===== config.mk =====
export PLATFORM = sky130hd
export DESIGN_NAME = lfsr_gen
export DESIGN_NICKNAME = d
export VERILOG_FILES = /design/src/rtl/lfsr_gen_pkg.sv /design/src/rtl/lfsr_gen_step.sv /design/src/rtl/lfsr_gen.sv
export SDC_FILE = /design/constraint.sdc
export NUM_CORES = 1
export LEC_CHECK = 0
export CORE_ASPECT_RATIO = 2
export CORE_MARGIN = 3
export CORE_UTILIZATION = 57
export DETAILED_ROUTE_END_ITERATION = 10
export PLACE_DENSITY_LB_ADDON = 0.12
export REMOVE_ABC_BUFFERS = 1
export SLEW_MARGIN = 40
export SYNTH_ARGS = -nofsm -noshare
export SYNTH_HDL_FRONTEND = slang
export SYNTH_SLANG_ARGS = --single-unit

===== constraint.sdc =====
create_clock -name CLK -period 4.2 [get_ports CLK]
set_input_delay 1.05 -clock CLK [delete_from_list [all_inputs] [get_ports CLK]]
set_output_delay 1.05 -clock CLK [all_outputs]
set_load 0.01 [all_outputs]

===== src/rtl/lfsr_gen_pkg.sv =====
// lfsr_gen_pkg: shared types and default tap masks for the lfsr_gen slice.
package lfsr_gen_pkg;

  // Request-handling FSM states
  typedef enum logic [1:0] {
    ST_IDLE   = 2'd0,
    ST_SEARCH = 2'd1,
    ST_DONE   = 2'd2
  } lfsr_state_e;

  // Tap masks used when an instantiation does not override TAPS
  localparam logic [31:0] TAPS_W8  = 32'h0000_001C;
  localparam logic [31:0] TAPS_W12 = 32'h0000_0050;
  localparam logic [31:0] TAPS_W16 = 32'h0000_2D00;
  localparam logic [31:0] TAPS_W24 = 32'h0000_0086;
  localparam logic [31:0] TAPS_W32 = 32'h0000_0062;

  // Pick the default tap mask for a given state width; other widths fall
  // back to a single tap one below the MSB.
  function automatic logic [31:0] default_taps(input int width);
    case (width)
      8:       return TAPS_W8;
      12:      return TAPS_W12;
      16:      return TAPS_W16;
      24:      return TAPS_W24;
      32:      return TAPS_W32;
      default: return 32'h1 << (width - 2);
    endcase
  endfunction

endpackage


===== src/rtl/lfsr_gen_step.sv =====
// lfsr_step: one combinational Galois step with XNOR feedback. The MSB
// rotates into bit 0; every tapped bit takes the XNOR of its lower
// neighbour and the MSB, untapped bits simply shift up.
module lfsr_step
  import lfsr_gen_pkg::*;
#(
  parameter int               WIDTH = 12,
  parameter logic [WIDTH-1:0] TAPS  = WIDTH'(default_taps(WIDTH))
) (
  input  logic [WIDTH-1:0] q,
  output logic [WIDTH-1:0] nxt
);

  // Next-state computation, bit by bit
  always_comb begin
    nxt    = '0;
    nxt[0] = q[WIDTH-1];
    for (int i = 1; i < WIDTH; i++) begin
      nxt[i] = TAPS[i] ? ~(q[i-1] ^ q[WIDTH-1]) : q[i-1];
    end
  end

endmodule


===== src/rtl/lfsr_gen.sv =====
// lfsr_gen: free-running Galois XNOR LFSR with seed load, all-ones lock-up
// recovery and wrap detection, plus a rejection-sampling front end that
// turns one REQ into one bounded random value on RND/VALID.
// Legal parameter ranges: WIDTH 4..32, OUT_W 1..WIDTH, MAX_TRIES 1..255.
module lfsr_gen
  import lfsr_gen_pkg::*;
#(
  parameter int               WIDTH     = 12,
  parameter logic [WIDTH-1:0] TAPS      = WIDTH'(default_taps(WIDTH)),
  parameter int               OUT_W     = 8,
  parameter int               MAX_TRIES = 16
) (
  input  logic             CLK,
  input  logic             RST,
  input  logic             EN,
  input  logic             LOAD,
  input  logic [WIDTH-1:0] SEED,
  input  logic             REQ,
  input  logic [OUT_W-1:0] LIMIT,
  output logic [WIDTH-1:0] Q,
  output logic [OUT_W-1:0] RND,
  output logic             VALID,
  output logic             CLAMP,
  output logic             BUSY,
  output logic             WRAP,
  output logic             LOCKUP
);

  localparam logic [WIDTH-1:0] ALL_ONES   = '1;
  localparam logic [7:0]       TRIES_LAST = 8'(MAX_TRIES);

  lfsr_state_e      state_r;
  lfsr_state_e      state_nxt;
  logic [WIDTH-1:0] q_nxt;
  logic [WIDTH-1:0] seed_r;
  logic [OUT_W-1:0] limit_r;
  logic [7:0]       tries_r;
  logic [OUT_W-1:0] cand;
  logic             lock_hit;
  logic             accept;
  logic             last_try;
  logic             do_step;
  logic             fsm_step;
  logic             capture;
  logic             tries_inc;
  logic             deliver_ok;
  logic             deliver_clamp;

  lfsr_step #(
    .WIDTH (WIDTH),
    .TAPS  (TAPS)
  ) u_step (
    .q   (Q),
    .nxt (q_nxt)
  );

  // A candidate is the low OUT_W bits of the live state; a captured LIMIT
  // of zero means the full OUT_W range is acceptable.
  assign cand     = Q[OUT_W-1:0];
  assign accept   = (limit_r == '0) || (cand < limit_r);
  assign last_try = ((tries_r + 8'd1) == TRIES_LAST);
  assign lock_hit = (Q == ALL_ONES);
  assign do_step  = EN | fsm_step;
  assign BUSY     = (state_r != ST_IDLE);

  // FSM state register
  always_ff @(posedge CLK or posedge RST) begin
    if (RST) begin
      state_r <= ST_IDLE;
    end else begin
      state_r <= state_nxt;
    end
  end

  // FSM next state: LOAD aborts a search, DONE always lasts one cycle
  always_comb begin
    state_nxt = state_r;
    unique case (state_r)
      ST_IDLE: begin
        if (REQ && !LOAD) state_nxt = ST_SEARCH;
      end
      ST_SEARCH: begin
        if (LOAD)                  state_nxt = ST_IDLE;
        else if (accept)           state_nxt = ST_DONE;
        else if (last_try)         state_nxt = ST_DONE;
      end
      ST_DONE: begin
        state_nxt = ST_IDLE;
      end
      default: state_nxt = ST_IDLE;
    endcase
  end

  // FSM outputs: when to step, capture the request, count or deliver
  always_comb begin
    fsm_step      = 1'b0;
    capture       = 1'b0;
    tries_inc     = 1'b0;
    deliver_ok    = 1'b0;
    deliver_clamp = 1'b0;
    unique case (state_r)
      ST_IDLE: begin
        if (REQ && !LOAD) begin
          capture  = 1'b1;
          fsm_step = 1'b1;
        end
      end
      ST_SEARCH: begin
        if (!LOAD) begin
          if (accept) begin
            deliver_ok = 1'b1;
          end else begin
            fsm_step      = 1'b1;
            tries_inc     = 1'b1;
            deliver_clamp = last_try;
          end
        end
      end
      default: ;
    endcase
  end

  // LFSR state: load beats lock-up recovery beats stepping
  always_ff @(posedge CLK or posedge RST) begin
    if (RST) begin
      Q      <= '0;
      WRAP   <= 1'b0;
      LOCKUP <= 1'b0;
    end else begin
      WRAP   <= 1'b0;
      LOCKUP <= 1'b0;
      if (LOAD) begin
        Q <= SEED;
      end else if (lock_hit) begin
        Q      <= '0;
        LOCKUP <= 1'b1;
      end else if (do_step) begin
        Q    <= q_nxt;
        WRAP <= (q_nxt == seed_r);
      end
    end
  end

  // Seed register remembers the last loaded value for wrap detection
  always_ff @(posedge CLK or posedge RST) begin
    if (RST) begin
      seed_r <= '0;
    end else if (LOAD) begin
      seed_r <= SEED;
    end
  end

  // Per-request bound and attempt counter
  always_ff @(posedge CLK or posedge RST) begin
    if (RST) begin
      limit_r <= '0;
      tries_r <= '0;
    end else if (capture) begin
      limit_r <= LIMIT;
      tries_r <= '0;
    end else if (tries_inc) begin
      tries_r <= tries_r + 8'd1;
    end
  end

  // Delivered value, clamp flag and the one-cycle VALID pulse
  always_ff @(posedge CLK or posedge RST) begin
    if (RST) begin
      RND   <= '0;
      CLAMP <= 1'b0;
      VALID <= 1'b0;
    end else begin
      VALID <= deliver_ok | deliver_clamp;
      if (deliver_ok) begin
        RND   <= cand;
        CLAMP <= 1'b0;
      end else if (deliver_clamp) begin
        RND   <= limit_r - OUT_W'(1);
        CLAMP <= 1'b1;
      end
    end
  end

endmodule

======== Word-level counts from Yosys, hierarchy flattened ========
Index checks and enable logic that the tools add are counted.
storage, ports and cells
  register bits after elaboration ......... 54
  bits of input ports ..................... 25
  output and inout port bits .............. 25
  logic and storage cells ................. 66
cells by class
  $add $sub $neg .......................... 2
  magnitude comparators ................... 1
  equal/unequal tests ..................... 6
  mux-type cells .......................... 31
  bitwise gates (word level) .............. 6
  reductions and logical operators ........ 10
operator list
  cell                  count
  $mux 12               3
  $mux 8                4
  $mux 1                18
  $eq 12x12->1          1
  $eq 12x12->1 const B  1
  $add 8x1->8 const B   1
  $eq 8x5->1 const B    1
  $logic_not 8->1       1
  $lt 8x8->1            1
  $mux 2                4
  $sub 8x1->8 const B   1
  $reduce_bool 2->1     3
  $ne 4x4->1 const B    1
  $pmux 2 s2            1
  $reduce_bool 3->1     1
  $eq 2x1->1 const B    1
  $logic_not 2->1       1
  $ne 2x2->1 const B    1
  $not 1->1             2
  $or 1x1->1            2
  $pmux 1 s2            1
  $reduce_and 2->1      1
  $xor 1x1->1           2
  $logic_and 1x1->1     1
  2 further kinds       2

======== Depth between registers and ports, before layout ========
Gate-level depths: netlist of the first run.
  depth in word-level cells ............... 9
  depth in mapped cells ................... 10
  gate-level depth less buffers ........... 8

======== By module ========
Synthesis of the first run repeated with hierarchy kept, for this count alone.
second synthesis, totals
  cells, all modules ...................... 319
  area total of the unflattened synthesis .. 3098.0 um^2
by module, submodules not included
  module     times used  cells an instance  area each (um^2)  seq. area each (um^2)
  lfsr_gen   1           307                3005.4            1351.3
  lfsr_step  1           12                 92.6              0.0

======== Least setup slack after synthesis of the first run ========
OpenSTA, ideal clock, no wires.
  path type ............................... reg-to-reg
  start ................................... register Q[7]
  end ..................................... register Q[0]
  library setup time ...................... 0.125 ns
  data arrival time ....................... 2.471 ns
  data required time ...................... 4.075 ns
  slack ................................... 1.604 ns
  cell stages (with the launch flop) ...... 10
  buffers on the path ..................... 2
  clock period less this slack ............ 2.596 ns
  path through ............................ dfrtp_1 ha_1 and4_1 o21ai_1 or4_1 buf_6 a21oi_4 nor4b_4 buf_8 mux2_4
between the ends
  longest elaborated chain between the ends .. 7
  elaborated cells between the ends (all ways) .. 10
  those cells by class .................... order compare (1); eq/ne (1); mux (5); bitwise (1); reduce/logical (2)
RTL lines
  item                         line             source
  start: declaration           lfsr_gen.sv:20   output logic [WIDTH-1:0] Q,
  start signal: assignment     lfsr_gen.sv:138  Q <= q_nxt;
  $lt 8x8->1                   lfsr_gen.sv:60   assign accept = (limit_r == '0) || (cand < limit_r);
  $logic_or 1x1->1             lfsr_gen.sv:60
  $mux 1                       lfsr_gen.sv:110  if (accept) begin
  $mux 1                       lfsr_gen.sv:109  if (!LOAD) begin
  $pmux 1 s2                   lfsr_gen.sv:101  unique case (state_r)
  $or 1x1->1                   lfsr_gen.sv:63   assign do_step = EN | fsm_step;
  $reduce_bool 3->1 (no line)  --
Several ways; a longest one is shown, not always the timed one.
A chain may end at the register's enable or synchronous reset.

======== Final worst setup path of the first run ========
  start ................................... register Q[7]
  end ..................................... register Q[10]
The elaborated chain is that of the path after synthesis.

==> results.cfg, run 1 <==
[global_routing]
antenna_found_initial = 0
grt_use_total_pct = 23.8
grt_overflow = 0
grt_pass1_vias = 2342
grt_pass1_wl_um = 11100
grt_max_degree = 37

[floorplanning]
core-area_um2 = 4910
die_y_um = 107
rows = 36
die_area_um2 = 6050
die_x_um = 56.5
io_pins = 50
initial_core_util_pct = 59.2

[sta]
fin_skew_ns = 0.0122
tightest_slew_ns = 0.700
hold_violations = 0
fin_setup_tns_ns = 0
max_freq_ghz = 0.341
maxSlewViolCount = 0
period_share_pct = 69.9
setup_viol = 0
finalCriticalPeriod_ns = 2.94
rsz0062_at_grt = no
slew_headroom_pct = 52.9
finalWorstSetupSlack_ns = 1.26

[logic_synthesis]
synth-seq-cells = 54
seq_area_frac_synth_pct = 46.5
yosysWarnings = 0
syn_inst = 257
synth_top_area_share_pct = 46.5
syn_area_per_cell_um2 = 11.3
yosys.area.top_type = dfrtp_1
post_synth_main_area_contributors = dfrtp_1 46%, mux2_4 5.2%, mux2_2 4.6%
synth_edf_count = 0
synth-async-reset-ratio_pct = 100
synth.distinct_cells = 45
syn_area_um2 = 2910
ys.flop_type = dfrtp_1

[cts]
cts_tree = built
clockRootBuffer = clkbuf_8
clockBufferDepth = 2
cts_buffers = 5
cts_resized = 0
cts-htree-levels = 2
clkTransAtPathRegs_ns = 0.09
cts_setup_buffers = 0
hold_buffers = 0
cts_sinks = 54
insertion_delay_ns = 0.32

[route]
drt_iter0_drc = 74
ant_nets = 0
drt-vias-per-instance = 5.98
drt_pass1_iterations = 4
wl_per_cell_um = 18.0
wl_um = 6600
num_vias = 2189
drc = 0

[critical_path]
cp-start-kind = flop
crit_required_ns = 4.40
rr_worst_depth = 8
timing.setup.critical_path_class = flop to flop
critPathArrivalTime_ns = 3.14
critPathCaptureType = flop
crit_fanout = 12

[layout]
fin_util_pct = 72.7
final_area_um2 = 3570
final_cell_mix = 54 x dfrtp_1, 49 x clkdlybuf4s50_1, 16 x inv_1, 16 x nand2_1, 14 x xnor2_1
areaGrowthSynthToFinish_pct = 22.7
layout.nets = 342
final_common_cell = dfrtp_1
drive_gt1_share_pct = 14.2
antenna-diode-count = 0

[worst_hold_path]
hold_class = flop to flop
hold-path-cell-count = 1

[place]
place_congestion = 0.801
post_dp_cell_area_um2 = 3460
io_buffers = 49
dpl.hpwl_um = 5030
pre_cts_slack_ns = 1.02

[power_and_ir_drop]
leakage_uw = 0.00151
p_per_area_nw_per_um2 = 501
peakVddDrop_uv = 382

[status]
status = finished, final reports clean

[run]
drv_cap = 0
path summary, 6_finish.rpt:
kind                       startpoint    endpoint  slack, ns
setup / recovery                 Q[7]       Q[10]       1.26
hold / removal                  CLAMP       CLAMP       0.50
setup reg to reg                 Q[7]       Q[10]       1.26
hold reg to reg                 CLAMP       CLAMP       0.50
max in group asynchronous         RST   seed_r[0]       2.43
min in group asynchronous         RST  tries_r[4]       1.09
flip-flops by register name (all words and copies together), names as in the netlist:
name	count
Q	12
seed_r	12
RND	8
limit_r	8
tries_r	8
state_r	2
CLAMP	1
LOCKUP	1
VALID	1
WRAP	1
worst max-delay path, stage by stage, from the launching register on:
cell,delay (ns)
dfrtp_1,0.49
ha_1,0.39
and4_1,0.20
o21ai_1,0.06
or4_1,0.70
a21oi_4,0.34
nor4b_4,0.07
buf_4,0.21
mux2_1,0.34
kinds of logic (layout without fill, tap and decap cells):
| logic type | after synthesis | count (layout) | share of synthesized area, % |
|---|---|---|---|
| buffers and inverters | 28 | 80 | 4.26 |
| XOR/XNOR | 23 | 23 | 6.93 |
| AND/OR/NAND/NOR | 62 | 62 | 12.3 |
| adder cells (fa/ha/maj) | 9 | 9 | 3.87 |
| multiplexers | 25 | 25 | 10.9 |
| AO/OA/AOI/OAI | 56 | 56 | 15.3 |
| flip-flops | 54 | 54 | 46.5 |
report_power, final:
| group | switching (µW) | internal [µW] |
|---|---|---|
| Clock | 170 | 179 |
| Sequential | 117 | 626 |
| Combinational | 315 | 380 |
| Total | 601 | 1180 |
metal layers:
metal	track usage, %	vias to the layer above	share of wire, %
li1	-	1033	-
met1	24.7	1103	36
met2	44.3	41	58
met3	4.10	12	3.0
met4	12.1	0	3.1
met5	0	-	0
layout make-up:
cell class	count	area [µm²]
Multi-Input combinational cell	175	1440
Tap cell	57	71.3
Fill cell	344	1340
Clock buffer	7	76.3
Timing Repair Buffer	55	536
Sequential cell	54	1350
Clock inverter	1	30.0
Inverter	17	65.1
synth_stat cells, types with 8 or more instances:
| master | instances |
|---|---|
| nand2_1 | 16 |
| o21ai_0 | 10 |
| nor2_1 | 8 |
| inv_1 | 17 |
| ha_1 | 9 |
| xnor2_1 | 14 |
| mux2_2 | 12 |
| dfrtp_1 | 54 |
| xor2_1 | 9 |
| clkbuf_1 | 9 |
| a22o_1 | 11 |
| mux2_4 | 10 |
| o22a_1 | 9 |
| a2bb2oi_1 | 8 |
metrics by stage:
stage	power (µW)	std cells	hold WS, ns
after floorplan	1160	246	0.499
after global placement	1430	358	0.473
after detailed placement	1450	358	0.481
after CTS	1800	366	0.502
after global routing	1900	366	0.528
final	1790	366	0.495
No activity file was read; power rests on OpenSTA's default activity.
==> run 2, diff against run 1 <==
--- a/config.mk
+++ b/config.mk
@@ -7,7 +7,7 @@
 export LEC_CHECK = 0
 export CORE_ASPECT_RATIO = 2
 export CORE_MARGIN = 3
-export CORE_UTILIZATION = 57
+export CORE_UTILIZATION = 53
 export DETAILED_ROUTE_END_ITERATION = 10
 export PLACE_DENSITY_LB_ADDON = 0.12
 export REMOVE_ABC_BUFFERS = 1
==> constraint.sdc (replaced) <==
create_clock -name CLK -period 2.9 [get_ports CLK]
set_input_delay 0.725 -clock CLK [delete_from_list [all_inputs] [get_ports CLK]]
set_output_delay 0.725 -clock CLK [all_outputs]
set_load 0.01 [all_outputs]
==> results.cfg, run 2 (synthesis results as in run 1) <==
[sta]
finalWorstSetupSlack_ns = 0.171
finalCriticalPeriod_ns = 2.73
period_share_pct = 94.1
fin_setup_tns_ns = 0
setup_viol = 0
hold_violations = 0
maxSlewViolCount = 0
rsz0062_at_grt = no
max_freq_ghz = 0.366
fin_skew_ns = 0.00547
tightest_slew_ns = 0.669
slew_headroom_pct = 55.4

[layout]
multi_input_area_um2 = 1440
fin_util_pct = 71.1
reg_top3 = Q: 12 flops, seed_r: 12 flops
final_cell_mix = 54 x dfrtp_1, 49 x clkdlybuf4s50_1, 24 x buf_4, 16 x inv_1, 15 x nand2_1
final_cell_count_no_fill = 386
areaGrowthSynthToFinish_pct = 27.9
regArea_um2 = 1350
layout.nets = 361
final_common_cell = dfrtp_1
antenna-diode-count = 0
n_fill_cell = 410
drive_gt1_share_pct = 19.8

[critical_path]
max_stage_delay_ns = 0.57
critPathCaptureType = flop
slowest_stage = or4_1
worst_path_dominant_cell_family = simple AND/OR/NAND/NOR gates
critPathArrivalTime_ns = 2.92
cp-start-kind = flop
timing.setup.critical_path_class = flop to flop
reg2reg_slack_ns = 0.17
crit_fanout = 6
path_common_cell = buf_4
crit_buf_inv = 3
crit_chain = inv_1 > ha_1 > and4_1 > o21ai_1 > or4_1 > buf_4 > a2111oi_4 > buf_4 > a21oi_1 > o21a_1
crit_required_ns = 3.10

[route]
wl_um = 7040
drt_pass1_iterations = 4
ant_nets = 0
wl_per_cell_um = 18.2
num_vias = 2257
drt_iter0_drc = 86
drt-vias-per-instance = 5.85
drc = 0

[status]
status = finished, final reports clean

[power_and_ir_drop]
p_per_area_nw_per_um2 = 721
leakage_uw = 0.00160
power.total_uw = 2680
peakVddDrop_uv = 626

[place]
dp_cells = 377
dpl.hpwl_um = 5500
io_buffers = 49
place_congestion = 0.961
pre_cts_slack_ns = 0.0940

[global_routing]
grt_overflow = 0
grt_pass1_vias = 2598
grt_pass1_wl_um = 11900
antenna_found_initial = 0
grt_max_degree = 34
grt_use_total_pct = 23.7

[cts]
cts_buffers = 5
cts_tree = built
clockBufferDepth = 2
insertion_delay_ns = 0.30
cts_sinks = 54
clockRootBuffer = clkbuf_8
cts-htree-levels = 2
clkTransAtPathRegs_ns = 0.09

[worst_hold_path]
hold_class = flop to flop

[floorplanning]
die_y_um = 111
initial_core_util_pct = 55.6
io_pins = 50
rows = 37
core-area_um2 = 5230
die_area_um2 = 6470
die_x_um = 58.4

[run]
drv_cap = 0
run 2: changes by cell type in the layout (fill, tap and decap cells not counted), sizes merged:
| cell | before | now |
|---|---|---|
| clkinv | 1 | 0 |
| buf | 6 | 25 |
| clkbuf | 7 | 6 |
| inv | 16 | 17 |
| clkinvlp | 0 | 1 |
run 2: area by class of cell:
type / count / area share, %
Timing Repair Buffer: 74 / 18.3
Inverter: 17 / 1.72
Tap cell: 58 / 1.95
Clock buffer: 6 / 1.95
Multi-Input combinational cell: 175 / 38.7
Sequential cell: 54 / 36.3
Clock inverter: 2 / 1.01
run 2: timing repair:
item	4_1_cts	5_1_grt
endpoints found under the setup margin	0	11
gates resized for setup	0	1
hold buffers	0	0
buffers inserted	0	1
run 2: worst paths after layout:
path | from | endpoint | depth (start not counted)
max in group asynchronous | RST | limit_r[0] | 3
min reg2reg | CLAMP | CLAMP | 1
min | CLAMP | CLAMP | 1
max reg2reg | limit_r[7] | tries_r[5] | 10
max | limit_r[7] | tries_r[5] | 10
min in group asynchronous | RST | limit_r[4] | 2
run 2: worst reg2reg max path, delay by kind of cell, from the launching register on:
| kind | cells | cell delay (ns) |
|---|---|---|
| AO/OA/AOI/OAI | 4 | 0.57 |
| buffers and inverters | 3 | 0.48 |
| adder cells (fa/ha/maj) | 1 | 0.34 |
| flip-flops | 1 | 0.46 |
| AND/OR/NAND/NOR | 2 | 0.77 |
run 2: report_power, final:
group / switching [µW] / internal [µW]
Clock: 236 / 258
Sequential: 117 / 907
Combinational: 549 / 615
Total: 902 / 1780
run 2: metal layers:
layer  vias up  share of wire, %  track usage, %
li1       1071                 -               -
met5         -                 0               0
met4         0               4.6            13.0
met2        67                57            42.8
met1      1096                35            25.0
met3        23               3.4            2.91
run 2: metrics by stage:
| step | hold WS (ns) | instance area (µm²) |
|---|---|---|
| after global placement | 0.472 | 3590 |
| after CTS | 0.498 | 3710 |
| after floorplan | 0.499 | 2850 |
| final | 0.493 | 3720 |
| after detailed placement | 0.476 | 3600 |
| after global routing | 0.518 | 3720 |
